===== config.mk =====
export PLATFORM = sky130hd
export DESIGN_NAME = fifo_wr_arbiter
export DESIGN_NICKNAME = d
export VERILOG_FILES = /design/src/rtl/fifo_arb_pkg.sv /design/src/rtl/fifo_wr_arbiter_rr_pick.sv /design/src/rtl/fifo_wr_arbiter.sv
export SDC_FILE = /design/constraint.sdc
export NUM_CORES = 1
export LEC_CHECK = 0
export ABC_AREA = 1
export BUFFER_PORTS_ARGS = -buffer_cell sky130_fd_sc_hd__buf_2
export CORE_MARGIN = 2
export CORE_UTILIZATION = 41
export CTS_CLUSTER_SIZE = 24
export DETAILED_ROUTE_END_ITERATION = 7
export PLACE_DENSITY_LB_ADDON = 0.12
export SYNTH_ARGS = -nofsm -noshare
export SYNTH_HDL_FRONTEND = slang
export SYNTH_HIERARCHICAL = 1
export SYNTH_SLANG_ARGS = --single-unit

===== constraint.sdc =====
create_clock -name wclk -period 1.2 [get_ports wclk]
set_input_delay 0.12 -clock wclk [delete_from_list [all_inputs] [get_ports wclk]]
set_output_delay 0.12 -clock wclk [all_outputs]
set_load 0.05 [all_outputs]

===== src/rtl/fifo_arb_pkg.sv =====
// fifo_arb_pkg: shared state encoding, counter sizing and parameter checks for the FIFO write arbiter
package fifo_arb_pkg;
  typedef enum logic {ARB_IDLE, ARB_OWN} arb_state_t;
  function automatic int cnt_w(input int burst);
    return $clog2(burst) + 1;
  endfunction
  function automatic bit params_ok(input int nreq, input int burst);
    return nreq >= 2 && burst >= 1;
  endfunction
endpackage


===== src/rtl/fifo_wr_arbiter_rr_pick.sv =====
// rr_pick: combinational round-robin search starting just above last_owner
module rr_pick #(
  parameter int NREQ = 4
) (
  input  logic [NREQ-1:0]         req,
  input  logic [$clog2(NREQ)-1:0] last_owner,
  output logic                    any,
  output logic [$clog2(NREQ)-1:0] sel
);
  localparam int OW = $clog2(NREQ);
  logic [OW-1:0] idx;
  // walk from lowest to highest priority so the nearest requester overwrites
  always_comb begin
    any = |req;
    sel = '0;
    idx = '0;
    for (int k = NREQ; k >= 1; k--) begin
      idx = OW'((int'(last_owner) + k) % NREQ);
      sel = req[idx] ? idx : sel;
    end
  end
endmodule


===== src/rtl/fifo_wr_arbiter.sv =====
// fifo_wr_arbiter: round-robin write-port sharing for an async FIFO with a per-grant burst cap
module fifo_wr_arbiter
  import fifo_arb_pkg::*;
#(
  parameter int Width = 4,
  parameter int NREQ  = 4,
  parameter int BURST = 4
) (
  input  logic                    wclk,
  input  logic                    wreset,
  input  logic [NREQ-1:0]         req,
  input  logic [NREQ*Width-1:0]   req_data,
  input  logic [NREQ-1:0]         req_last,
  output logic [NREQ-1:0]         gnt,
  output logic [Width-1:0]        fifo_wdata,
  output logic                    fifo_wen,
  input  logic                    fifo_full,
  output logic                    busy,
  output logic [$clog2(NREQ)-1:0] owner
);
  localparam int OW = $clog2(NREQ);
  localparam int CW = cnt_w(BURST);
  if (!params_ok(NREQ, BURST)) begin : g_bad_params
    $error("fifo_wr_arbiter: NREQ must be >= 2 and BURST >= 1");
  end
  arb_state_t    state;
  logic [OW-1:0] last_owner;
  logic [CW-1:0] beat_cnt;
  logic          pick_any;
  logic [OW-1:0] pick_sel;
  logic          beat;
  logic          done;
  logic [Width-1:0] slice;
  rr_pick #(.NREQ(NREQ)) u_pick (
    .req        (req),
    .last_owner (last_owner),
    .any        (pick_any),
    .sel        (pick_sel)
  );
  always_comb begin
    slice = '0;
    for (int i = 0; i < NREQ; i++)
      slice = (owner == OW'(i)) ? req_data[i*Width +: Width] : slice;
  end
  // fifo_full acts in the same cycle; a dropped req ends ownership even while stalled
  always_comb begin
    busy       = state == ARB_OWN;
    beat       = busy && req[owner] && !fifo_full;
    gnt        = beat ? NREQ'(1) << owner : '0;
    fifo_wen   = beat;
    fifo_wdata = busy ? slice : '0;
    done       = !req[owner] || (beat && (req_last[owner] || beat_cnt == CW'(BURST - 1)));
  end
  always_ff @(posedge wclk) begin
    if (wreset) begin
      state      <= ARB_IDLE;
      owner      <= '0;
      last_owner <= OW'(NREQ - 1);
      beat_cnt   <= '0;
    end else if (state == ARB_IDLE) begin
      if (pick_any) begin
        owner    <= pick_sel;
        beat_cnt <= '0;
        state    <= ARB_OWN;
      end
    end else if (done) begin
      state      <= ARB_IDLE;
      last_owner <= owner;
    end else if (beat) begin
      beat_cnt <= beat_cnt + CW'(1);
    end
  end
endmodule


# ---- Word-level counts from Yosys, hierarchy flattened
# Index checks and enable logic that the tools add are counted.
dict set report word_totals {
  input_bits 27
  regBits 8
}
dict set report op_classes {
  n_reduce_logical 13
  n_mux 29
  add_sub_neg 5
  n_shift 1
  order_cmp 5
  n_eq_ne 6
  bitwise 1
}
# operator n
set ops {}
lappend ops {{two-way mux 4 bit} 6}
lappend ops {{less-than comparator 2 x 3 -> 1 bit, second input constant} 5}
lappend ops {{binary-select mux 1 bit (select 2 bit)} 6}
lappend ops {{two-way mux 3 bit} 4}
lappend ops {{two-way mux 1 bit} 9}
lappend ops {{two-way mux 2 bit} 4}
lappend ops {{adder 2 x 1 -> 2 bit, second input constant} 2}
lappend ops {{adder 2 bit, second input constant} 2}
lappend ops {{equality test 2 bit, second input constant} 2}
lappend ops {{!= test 2 bit, second input constant} 2}
lappend ops {{AND reduction 2 bit} 2}
lappend ops {{OR reduction 4 bit} 1}
lappend ops {{<< shifter 1 x 2 -> 4 bit, first input constant} 1}
lappend ops {{adder 3 x 1 -> 3 bit, second input constant} 1}
lappend ops {{equality test 3 x 2 -> 1 bit, second input constant} 1}
lappend ops {{logical AND 1 bit} 3}
lappend ops {{AND reduction 3 bit} 1}
lappend ops {{equality test 2 x 1 -> 1 bit, second input constant} 1}
lappend ops {{zero test 1 bit} 2}
lappend ops {{zero test 2 bit} 1}
lappend ops {{logical OR 1 bit} 2}
lappend ops {{nonzero test 2 bit} 1}
lappend ops {{NOT 1 bit} 1}

# ---- Logic depth before layout (Yosys ltp)
# Gate-level depths: netlist (run 1).
dict set report logic_depth {
  ltp_word 8
  ltp_mapped 12
  mapped_depth_nobuf 12
}

# ---- By module
# Netlist (run 1), hierarchy kept.
# module cells_each area_each_um2 n_inst seq_area_each_um2
set modules_own_cells {}
lappend modules_own_cells {fifo_wr_arbiter 102 615.6 1 160.2}
lappend modules_own_cells {rr_pick 51 216.5 1 0.0}

# ---- Worst setup path after synthesis (run 1)
# No wires, ideal clock.
dict set report synth_path {
  path_type {register -> output}
  start {reg owner[0]}
  end {out fifo_wdata[1]}
  path_slack_ns -1.126
  n_path_buf 0
  arrival_time_ns 2.206
  path_stages_with_launch 5
  required_ns 1.080
  path_cell_list {dfxtp_1 inv_2 nand2_1 o21ai_0 nor3_1}
}
dict set report synth_via {
  elab_chain_len 6
  word_cells_on_any_way 9
  classes_between {eq/ne: 3; mux: 5; reduce/logical: 1}
}
# item line_no
set synth_rtl {}
lappend synth_rtl {{from (decl)} fifo_wr_arbiter.sv:19} ;# output logic [$clog2(NREQ)-1:0] owner
lappend synth_rtl {{from (signal assigned)} fifo_wr_arbiter.sv:62} ;# owner <= pick_sel;
lappend synth_rtl {{zero test 2 bit} fifo_wr_arbiter.sv:43} ;# slice = (owner == OW'(i)) ? req_data[i*Width +: Width] : slice;
lappend synth_rtl {{two-way mux 4 bit (3 in a row)} fifo_wr_arbiter.sv:43}
lappend synth_rtl {{two-way mux 4 bit *} fifo_wr_arbiter.sv:43}
lappend synth_rtl {{two-way mux 4 bit *} fifo_wr_arbiter.sv:51} ;# fifo_wdata = busy ? slice : '0;
lappend synth_rtl {{to (decl)} fifo_wr_arbiter.sv:15} ;# output logic [Width-1:0] fifo_wdata,
# Mark *: on every way between the ends. The rest lies on a longest branch, timed or not.

# ---- Final worst setup path (run 1)
dict set report layout_path {
  start {reg owner[0]}
  end {out gnt[0]}
}
dict set report layout_via {
  elab_chain_len 5
  word_cells_on_any_way 6
  classes_between {shift: 1; mux: 3; reduce/logical: 2}
}
# item line_no
set layout_rtl {}
lappend layout_rtl {{binary-select mux 1 bit (select 2 bit)} fifo_wr_arbiter.sv:48} ;# beat = busy && req[owner] && !fifo_full;
lappend layout_rtl {{two-way mux 1 bit (implied by the code)} fifo_wr_arbiter.sv:48}
lappend layout_rtl {{logical AND 1 bit (2 in a row)} fifo_wr_arbiter.sv:48}
lappend layout_rtl {{two-way mux 4 bit *} fifo_wr_arbiter.sv:49} ;# gnt = beat ? NREQ'(1) << owner : '0;
lappend layout_rtl {{to (decl)} fifo_wr_arbiter.sv:14} ;# output logic [NREQ-1:0] gnt,
# Mark *: on every way between the ends. The rest lies on a longest branch, timed or not. The select of a mux whose other input is x is not followed.

==> run summary, run 1 <==
status - finished, violations left
failing checks - setup timing
Crit path required time - 1.08 ns
row count - 16
Slew HR - 0.8187
Worst Path Max Fanout - 5
CP Data Arrival Time - 1.50 ns
Core Util, Final - 0.9104
Nets - 249
Final setup viols - 17
first-pass GRT wire length - 5623 microns
Post-DRT Antenna Nets - 0
post-synthesis mux area share - 0
largest family of logic cells by synthesized area - simple AND/OR/NAND/NOR gates
worst slew pin tran - 0.2702 ns
Area contributors post-synth - nand2_1 (27%), dfxtp_1 (19%), inv_1 (9.0%), nor2_1 (8.6%), nand3_1 (4.2%)
worst-skew pair later-pin latency - 0.26 ns
Final period util - 1.350
post-place instance area - 1291 sq um
Synth area leader - nand2_1
Post-DP HPWL - 1932 microns
Critical Path, Cell by Cell - buf_6, buf_4, nor2_4, inv_4, buf_4, nor2_4, buf_6
largest net degree at the start of global routing - 9
Initial DRC Count - 29
Max Clock Freq - 0.6172 GHz
Seq cells post-synth - 8
Routed WL - 4615 microns
CTS sink cnt - 8
width of the die - 49.05 microns
most frequent cells in the layout - nand2_1 (34), buf_2 (27), buf_4 (23)
kind of critical path - reg -> out
pins over their slew limit - 0
Leak - 0.9058 nW
Overflow after GRT - 0
vias in the first global route - 1,274
Wirelength per Cell - 18.76 microns
worst hold margin - 0.07183 ns
Worst Setup End Kind - output pin
Synth warnings - 6
Clock Tree Buf Depth - 2
Adder-Cell Fraction of Synth Area - 0.03008
Pwr Total - 4.292 mW
post-layout min period - 1.620 ns
cell count after synthesis - 153
fin worst setup slack - -0.4203 ns
design area - 1768 sq um
DIE AREA - 2406 sq um
maxcap violations - 0
Synth top area share - 0.2662
Core Region - 1942 sq um
count of buffers from port buffering - 38
Compound-Gate Fraction of Synth Area - 0.09624
clk slew on worst S/H paths - 0.07 ns
simple logic cell fraction of the synthesized area - 0.5669
CP max stage cell - dfxtp_4
commonest non-fill, non-tap cell in the layout - nand2_1
count of cell types in the netlist - 22
# DRC - 0
Seq/Total Area, Yosys - 0.1925
Setup Skew - 0.01252 ns
PwrDens - 2428 nW/um^2
hold crit path type - in -> reg
layout cells sized above 1 - 0.6530
Final Hold Violating Endpoints - 0
CTS buffer count - 3
H-tree levels - 1
Area Overhead vs Synth - 112.5%
vias - 1,392
Tot GR Track Use - 0.2913
RSZ-0062 raised after global routing - yes
Initial Util - 0.4285
initial antenna violation count - 0
VDD IR-drop max - 1791 uV
drt pass-1 iters - 4
Mapped Area - 832.0 sq um
I/O Pins - 39
root buffer cell - clkbuf_4
Fillers - 82
hold-fix buffers at CTS - 0
ANT cells - 0
CP peak stage delay - 0.37 ns
Via-to-Cell Ratio - 5.659
GP Congestion - 0.8546
CTS tree - done
average size of a mapped cell - 5.438 sq um
chip height - 49.05 microns
Worst setup SP type - flop
post-synth net total - 182
post-synthesis xor/xnor area fraction - 0
[registers in the layout, indices dropped and copies added (netlist names)]
register	flops
beat_cnt	3
busy	1
last_owner	2
owner	2
[cells in the mapped netlist (all sizes together)]
cell type,count
nand2,65
nor2,24
inv,22
nand3,9
dfxtp,8
o21ai,6
nor3,4
o22ai,4
a21oi,2
ha,2
nand4,2
o211ai,2
and2,1
buf,1
clkinv,1
[through the flow]
stage	setup TNS, ns	cells	worst slack, ns
finish	-5.285	246	-0.4203
global route	-6.272	246	-0.4539
detailed placement	-1.589	233	-0.1760
CTS	-3.297	244	-0.2519
global placement	-1.038	233	-0.1216
floorplan	-1.510	153	-0.1474
[layer usage]
metal  track usage  wire length [microns]
met1        0.3621                   1719
met2        0.5320                   2365
met3       0.03374                    335
met5             0                      0
met4       0.07143                    195
[cell type report]
type / count / area, sq um / area share
Sequential cell: 8 / 178.9 / 0.1012
Timing Repair Buffer: 63 / 470.5 / 0.2661
Inverter: 23 / 107.6 / 0.06086
Multi-Input combinational cell: 121 / 950.9 / 0.5379
Tap cell: 27 / 33.78 / 0.01911
Clock buffer: 4 / 26.28 / 0.01486
[worst paths after layout]
kind | from | endpoint | slack, ns | cells past startpoint
setup reg to reg | owner[0] | beat_cnt[1] | -0.35 | 12
setup / recovery | owner[0] | gnt[0] | -0.42 | 7
hold reg to reg | beat_cnt[1] | beat_cnt[1] | 0.51 | 2
hold / removal | wreset | busy | 0.07 | 2
[critical path: cells and delay by family (launching register included)]
family                 cells  cell delay (ns)
buffers and inverters      5             0.66
and+or+nand+nor            2             0.21
DFF                        1             0.37
[power breakdown]
group | total (mW) | switching [mW] | internal (mW) | leakage (nW)
combinational | 3.46 | 2.11 | 1.34 | 0.823
clock | 0.226 | 0.0987 | 0.127 | 0.0150
sequential | 0.610 | 0.208 | 0.403 | 0.0682
total | 4.29 | 2.42 | 1.87 | 0.906
[repair_timing]
item	4_1_cts	5_1_grt
endpoints found under the setup margin	17	19
pin swaps	13	11
buffers inserted	7	2
resized for setup	65	36
endpoints found under the hold margin	0	0
[logic make-up after synthesis]
family,after synthesis
simple gates,105
buf+inv,24
fa+ha+maj,2
flops,8
compound gates,14
No activity file was read; power rests on OpenSTA's default activity.
==> run 2: changes to the inputs <==
--- a/config.mk
+++ b/config.mk
@@ -8,10 +8,10 @@
 export ABC_AREA = 1
 export BUFFER_PORTS_ARGS = -buffer_cell sky130_fd_sc_hd__buf_2
 export CORE_MARGIN = 2
-export CORE_UTILIZATION = 41
+export CORE_UTILIZATION = 40
 export CTS_CLUSTER_SIZE = 24
 export DETAILED_ROUTE_END_ITERATION = 7
-export PLACE_DENSITY_LB_ADDON = 0.12
+export PLACE_DENSITY = 0.85
 export SYNTH_ARGS = -nofsm -noshare
 export SYNTH_HDL_FRONTEND = slang
 export SYNTH_HIERARCHICAL = 1
==> run 2 against run 1 <==
Against the previous run: the flow still finishes with violations (setup timing); critical path depth up 5; die area up 2.3%; non-clock buffer count unchanged; utilization decreased by 2.3 points; largest cell class unchanged; combinational power barely moved; first-iteration DRC count increased by 140%; largest power group unchanged.
==> run summary, run 2 (same netlist as run 1, synthesis figures left out) <==
Final Hold Violating Endpoints - 0
CTS sink cnt - 8
worst hold margin - 0.04960 ns
count of buffers from port buffering - 38
largest net degree at the start of global routing - 9
I/O Pins - 39
Core Region - 1962 sq um
initial antenna violation count - 0
Post-DP HPWL - 2174 microns
Area Overhead vs Synth - 109.3%
R2R Setup Slk - -0.42 ns
Largest register FFs - 3
drt pass-1 iters - 5
placed insts - 234
failing checks - setup timing
Final setup viols - 18
Routed met1 length - 1920 microns
min-delay src - wreset
Nets - 249
CTS tree - done
post-place instance area - 1299 sq um
fin worst setup slack - -0.4225 ns
most frequent cells in the layout - nand2_1 (35), buf_2 (27), buf_4 (23)
Initial DRC Count - 70
delay-heaviest family, CP - simple AND/OR/NAND/NOR gates
clk slew on worst S/H paths - 0.06 ns
first-pass GRT wire length - 6423 microns
Routed WL - 5345 microns
Post-DRT Antenna Nets - 0
PwrDens - 2489 nW/um^2
critical path's most frequent cell - nand2_1
Worst Hold Path EP - busy
Initial Util - 0.4241
Worst Setup End Kind - flop
Cell Count, Final, Fillers Out - 246
CP peak stage delay - 0.42 ns
R2R Path Start - owner[0]
Final period util - 1.352
routed wl met2 - 2405 microns
post-layout min period - 1.622 ns
Worst Path Max Fanout - 6
kind of critical path - reg -> reg
Max Clock Freq - 0.6163 GHz
design area - 1742 sq um
Critical Path, Cell by Cell - inv_6, buf_4, nand2_1, nand2_1, nand2_1, nand3_4, nand2_4, nand3_4, nor2_4, nand2_1, nand2_1, nor2_2
Leak - 0.8744 nW
FF-to-FF path depth - 12
pins over their slew limit - 0
CP bufs+invs - 2
GP Congestion - 0.8767
Tot GR Track Use - 0.3420
RSZ-0062 raised after global routing - yes
Crit path required time - 1.34 ns
top sig layer - met4
Wirelength per Cell - 21.73 microns
chip height - 49.61 microns
WL met3 - 682 microns
CP max stage cell - dfxtp_4
ANT cells - 0
maxcap violations - 0
Overflow after GRT - 0
Reg with most FFs - beat_cnt
Via-to-Cell Ratio - 6.199
Worst setup SP type - flop
CP Data Arrival Time - 1.76 ns
Core Util, Final - 0.8878
width of the die - 49.61 microns
VDD IR-drop max - 1639 uV
CTS buffer count - 3
Clock Tree Buf Depth - 2
status - finished, violations left
commonest non-fill, non-tap cell in the layout - nand2_1
dpl ws - -0.1836 ns
vias in the first global route - 1,350
vias - 1,525
largest registers - beat_cnt: 3 flops, last_owner: 2 flops, owner: 2 flops
worst slew pin tran - 0.2473 ns
root buffer cell - clkbuf_4
hold crit path type - in -> reg
H-tree levels - 1
DIE AREA - 2461 sq um
Slew HR - 0.8345
r2r endpoint - beat_cnt[1]
Setup Skew - 0.009798 ns
worst-skew pair later-pin latency - 0.26 ns
layout cells sized above 1 - 0.6712
hold-fix buffers at CTS - 0
worst hold stages - 2
row count - 16
# DRC - 0
## run 2: cell counts in the layout (fill, tap and decap cells not counted)
Identical to the previous run, type by type.
## run 2: worst max path at each step
stage	start	endpoint	slack (ns)	depth (start not counted)
detailed placement	beat_cnt[0]	beat_cnt[1]	-0.18	10
global route	owner[0]	beat_cnt[1]	-0.47	12
floorplan	busy	beat_cnt[0]	-0.15	8
finish	owner[0]	beat_cnt[1]	-0.42	12
global placement	beat_cnt[0]	beat_cnt[1]	-0.13	10
CTS	owner[0]	fifo_wdata[0]	-0.26	6
## run 2: power breakdown
group	switching [mW]	internal (mW)
sequential	0.216	0.403
clock	0.0990	0.128
combinational	2.17	1.32
## run 2: per-layer routing
metal	global-route usage	vias to the layer above
met5	0	-
met1	0.3682	713
met4	0.1574	0
li1	-	619
met3	0.06364	44
met2	0.6356	149
## run 2: timing repair
item / in CTS / in global routing
buffers inserted: 5 / 3
endpoints found under the setup margin: 17 / 19
gates resized for setup: 49 / 51
pin swaps: 13 / 15
## run 2: metrics by stage
step / setup TNS [ns] / total power [mW]
global route: -6.228 / 4.507
detailed placement: -1.868 / 2.765
finish: -5.357 / 4.335
global placement: -1.158 / 2.679
floorplan: -1.510 / 2.130
CTS: -3.014 / 3.461
## run 2: area by class of cell
cell class / instances / area [sq um]
Multi-Input combinational cell: 121 / 922.1
Timing Repair Buffer: 63 / 470.5
Fill cell: 86 / 220.2
Sequential cell: 8 / 178.9
Inverter: 23 / 110.1
Tap cell: 27 / 33.78
Clock buffer: 4 / 26.28
==> run 3: changes to the inputs <==
--- a/config.mk
+++ b/config.mk
@@ -8,10 +8,10 @@
 export ABC_AREA = 1
 export BUFFER_PORTS_ARGS = -buffer_cell sky130_fd_sc_hd__buf_2
 export CORE_MARGIN = 2
-export CORE_UTILIZATION = 40
+export CORE_UTILIZATION = 35
 export CTS_CLUSTER_SIZE = 24
 export DETAILED_ROUTE_END_ITERATION = 7
-export PLACE_DENSITY = 0.85
+export PLACE_DENSITY = 0.77
 export SYNTH_ARGS = -nofsm -noshare
 export SYNTH_HDL_FRONTEND = slang
 export SYNTH_HIERARCHICAL = 1
==> run 3 against run 2 <==
Against the previous run: the flow still finishes with violations (setup timing); combinational power is essentially flat; sequential cell count is the same; sequential share of layout area shrank 0.16 points; via count shrank 7.7%; sequential power shrank 4.4%; non-clock buffer count grew 4; global-route usage shrank 7.5 points; hold slack gained 0.0031 ns; clock power grew 3%; critical path type unchanged; utilization shrank 8.4 points; cell area grew 3.0%; worst setup slack gained 0.061 ns.
==> run summary, run 3 (same netlist as run 1, synthesis figures left out) <==
status - finished, violations left
failing checks - setup timing
I/O Pins - 39
fin worst setup slack - -0.3614 ns
Wirelength per Cell - 17.50 microns
layout cells sized above 1 - 0.7085
critical path depth - 12
Nets - 253
width of the die - 52.76 microns
CP peak stage delay - 0.38 ns
H-tree levels - 1
RSZ-0062 raised after global routing - yes
Area Overhead vs Synth - 115.6%
first-pass GRT wire length - 5451 microns
Core Util, Final - 0.8034
Routed WL - 4392 microns
hold crit path type - in -> reg
R2R Setup Slk - -0.36 ns
pins over their slew limit - 0
worst-skew pair later-pin latency - 0.27 ns
r2r endpoint - beat_cnt[0]
Crit path required time - 1.39 ns
dpl ws - -0.2041 ns
vias in the first global route - 1,227
Critical Path, Cell by Cell - inv_4, buf_12, nand2_2, nand2_1, nand2_1, nand3_2, nand2_4, buf_6, nand4_4, nand2_1, nand2_1, nor2_2
Final period util - 1.301
Worst Path Max Fanout - 5
count of buffers from port buffering - 38
CP Data Arrival Time - 1.75 ns
Worst setup SP type - flop
delay-heaviest family, CP - simple AND/OR/NAND/NOR gates
Initial DRC Count - 73
Largest register FFs - 3
Final setup viols - 17
vias - 1,408
CTS tree - done
Initial Util - 0.3725
# DRC - 0
hold-fix buffers at CTS - 0
Final Hold Violating Endpoints - 0
Clock Tree Buf Depth - 2
FF-to-FF path depth - 12
row count - 17
CTS buffer count - 3
Tot GR Track Use - 0.2667
VDD IR-drop max - 1596 uV
Core Region - 2233 sq um
largest registers - beat_cnt: 3 flops, last_owner: 2 flops, owner: 2 flops
Reg with most FFs - beat_cnt
DIE AREA - 2783 sq um
Via-to-Cell Ratio - 5.610
Post-DP HPWL - 1938 microns
Worst Setup End Kind - flop
clk slew on worst S/H paths - 0.06 ns
critical path's most frequent cell - nand2_1
chip height - 52.76 microns
Slew HR - 0.8143
commonest non-fill, non-tap cell in the layout - nand2_1
worst setup path end - beat_cnt[0]
Post-DRT Antenna Nets - 0
maxcap violations - 0
worst hold margin - 0.05268 ns
CTS sink cnt - 8
Leak - 0.9303 nW
GP Congestion - 0.8454
CP bufs+invs - 3
PwrDens - 2406 nW/um^2
Pwr Total - 4.317 mW
crit path from - owner[0]
ANT cells - 0
most frequent cells in the layout - nand2_1 (30), buf_2 (28), nand2_2 (22), buf_4 (22), inv_1 (13)
drt pass-1 iters - 5
Max Clock Freq - 0.6405 GHz
worst slew pin tran - 0.2775 ns
placed insts - 238
initial antenna violation count - 0
Cell Count, Final, Fillers Out - 251
root buffer cell - clkbuf_4
largest net degree at the start of global routing - 9
post-layout min period - 1.561 ns
Setup Skew - 0.01080 ns
CP max stage cell - dfxtp_4
R2R Path Start - owner[0]
kind of critical path - reg -> reg
Overflow after GRT - 0
==> run 3: area by class of cell <==
class | count | area (sq um)
multi-input cells | 121 | 915.9
repair buffers | 67 | 530.5
fillers | 115 | 439.2
flip-flops and latches | 8 | 181.4
inverters | 23 | 105.1
well taps | 28 | 35.03
clock buffers | 4 | 26.28
==> run 3: what timing repair did <==
action / in CTS / in global routing
setup endpoints to repair: 17 / 18
pin swaps: 18 / 17
hold endpoints to repair: 0 / 0
setup buffers: 3 / 6
gates resized for setup: 60 / 43
==> run 3: metal layers <==
layer | global-route usage | share of wire
met3 | 0.02286 | 0.093
met2 | 0.5375 | 0.50
met4 | 0.1026 | 0.050
met1 | 0.2754 | 0.36
met5 | 0 | 0
==> run 3: per-stage QoR <==
step,setup TNS [ns],area [sq um]
finish,-4.975,1794
detailed placement,-1.520,1348
global route,-5.740,1794
CTS,-3.040,1604
floorplan,-1.510,958.4
global placement,-1.071,1348
==> run 3: how the worst min path moves through the flow <==
stage / startpoint / endpoint / cells after the start
after global routing: wreset / busy / 2
after global placement: wreset / busy / 2
after CTS: wreset / busy / 2
after floorplan: wreset / busy / 1
final: wreset / busy / 2
after detailed placement: wreset / busy / 2
==> run 3: report_power, final <==
group / switching, mW / internal, mW / total (mW)
clock network: 0.106 / 0.128 / 0.234
registers: 0.185 / 0.408 / 0.592
logic: 2.07 / 1.42 / 3.49
total: 2.37 / 1.95 / 4.32
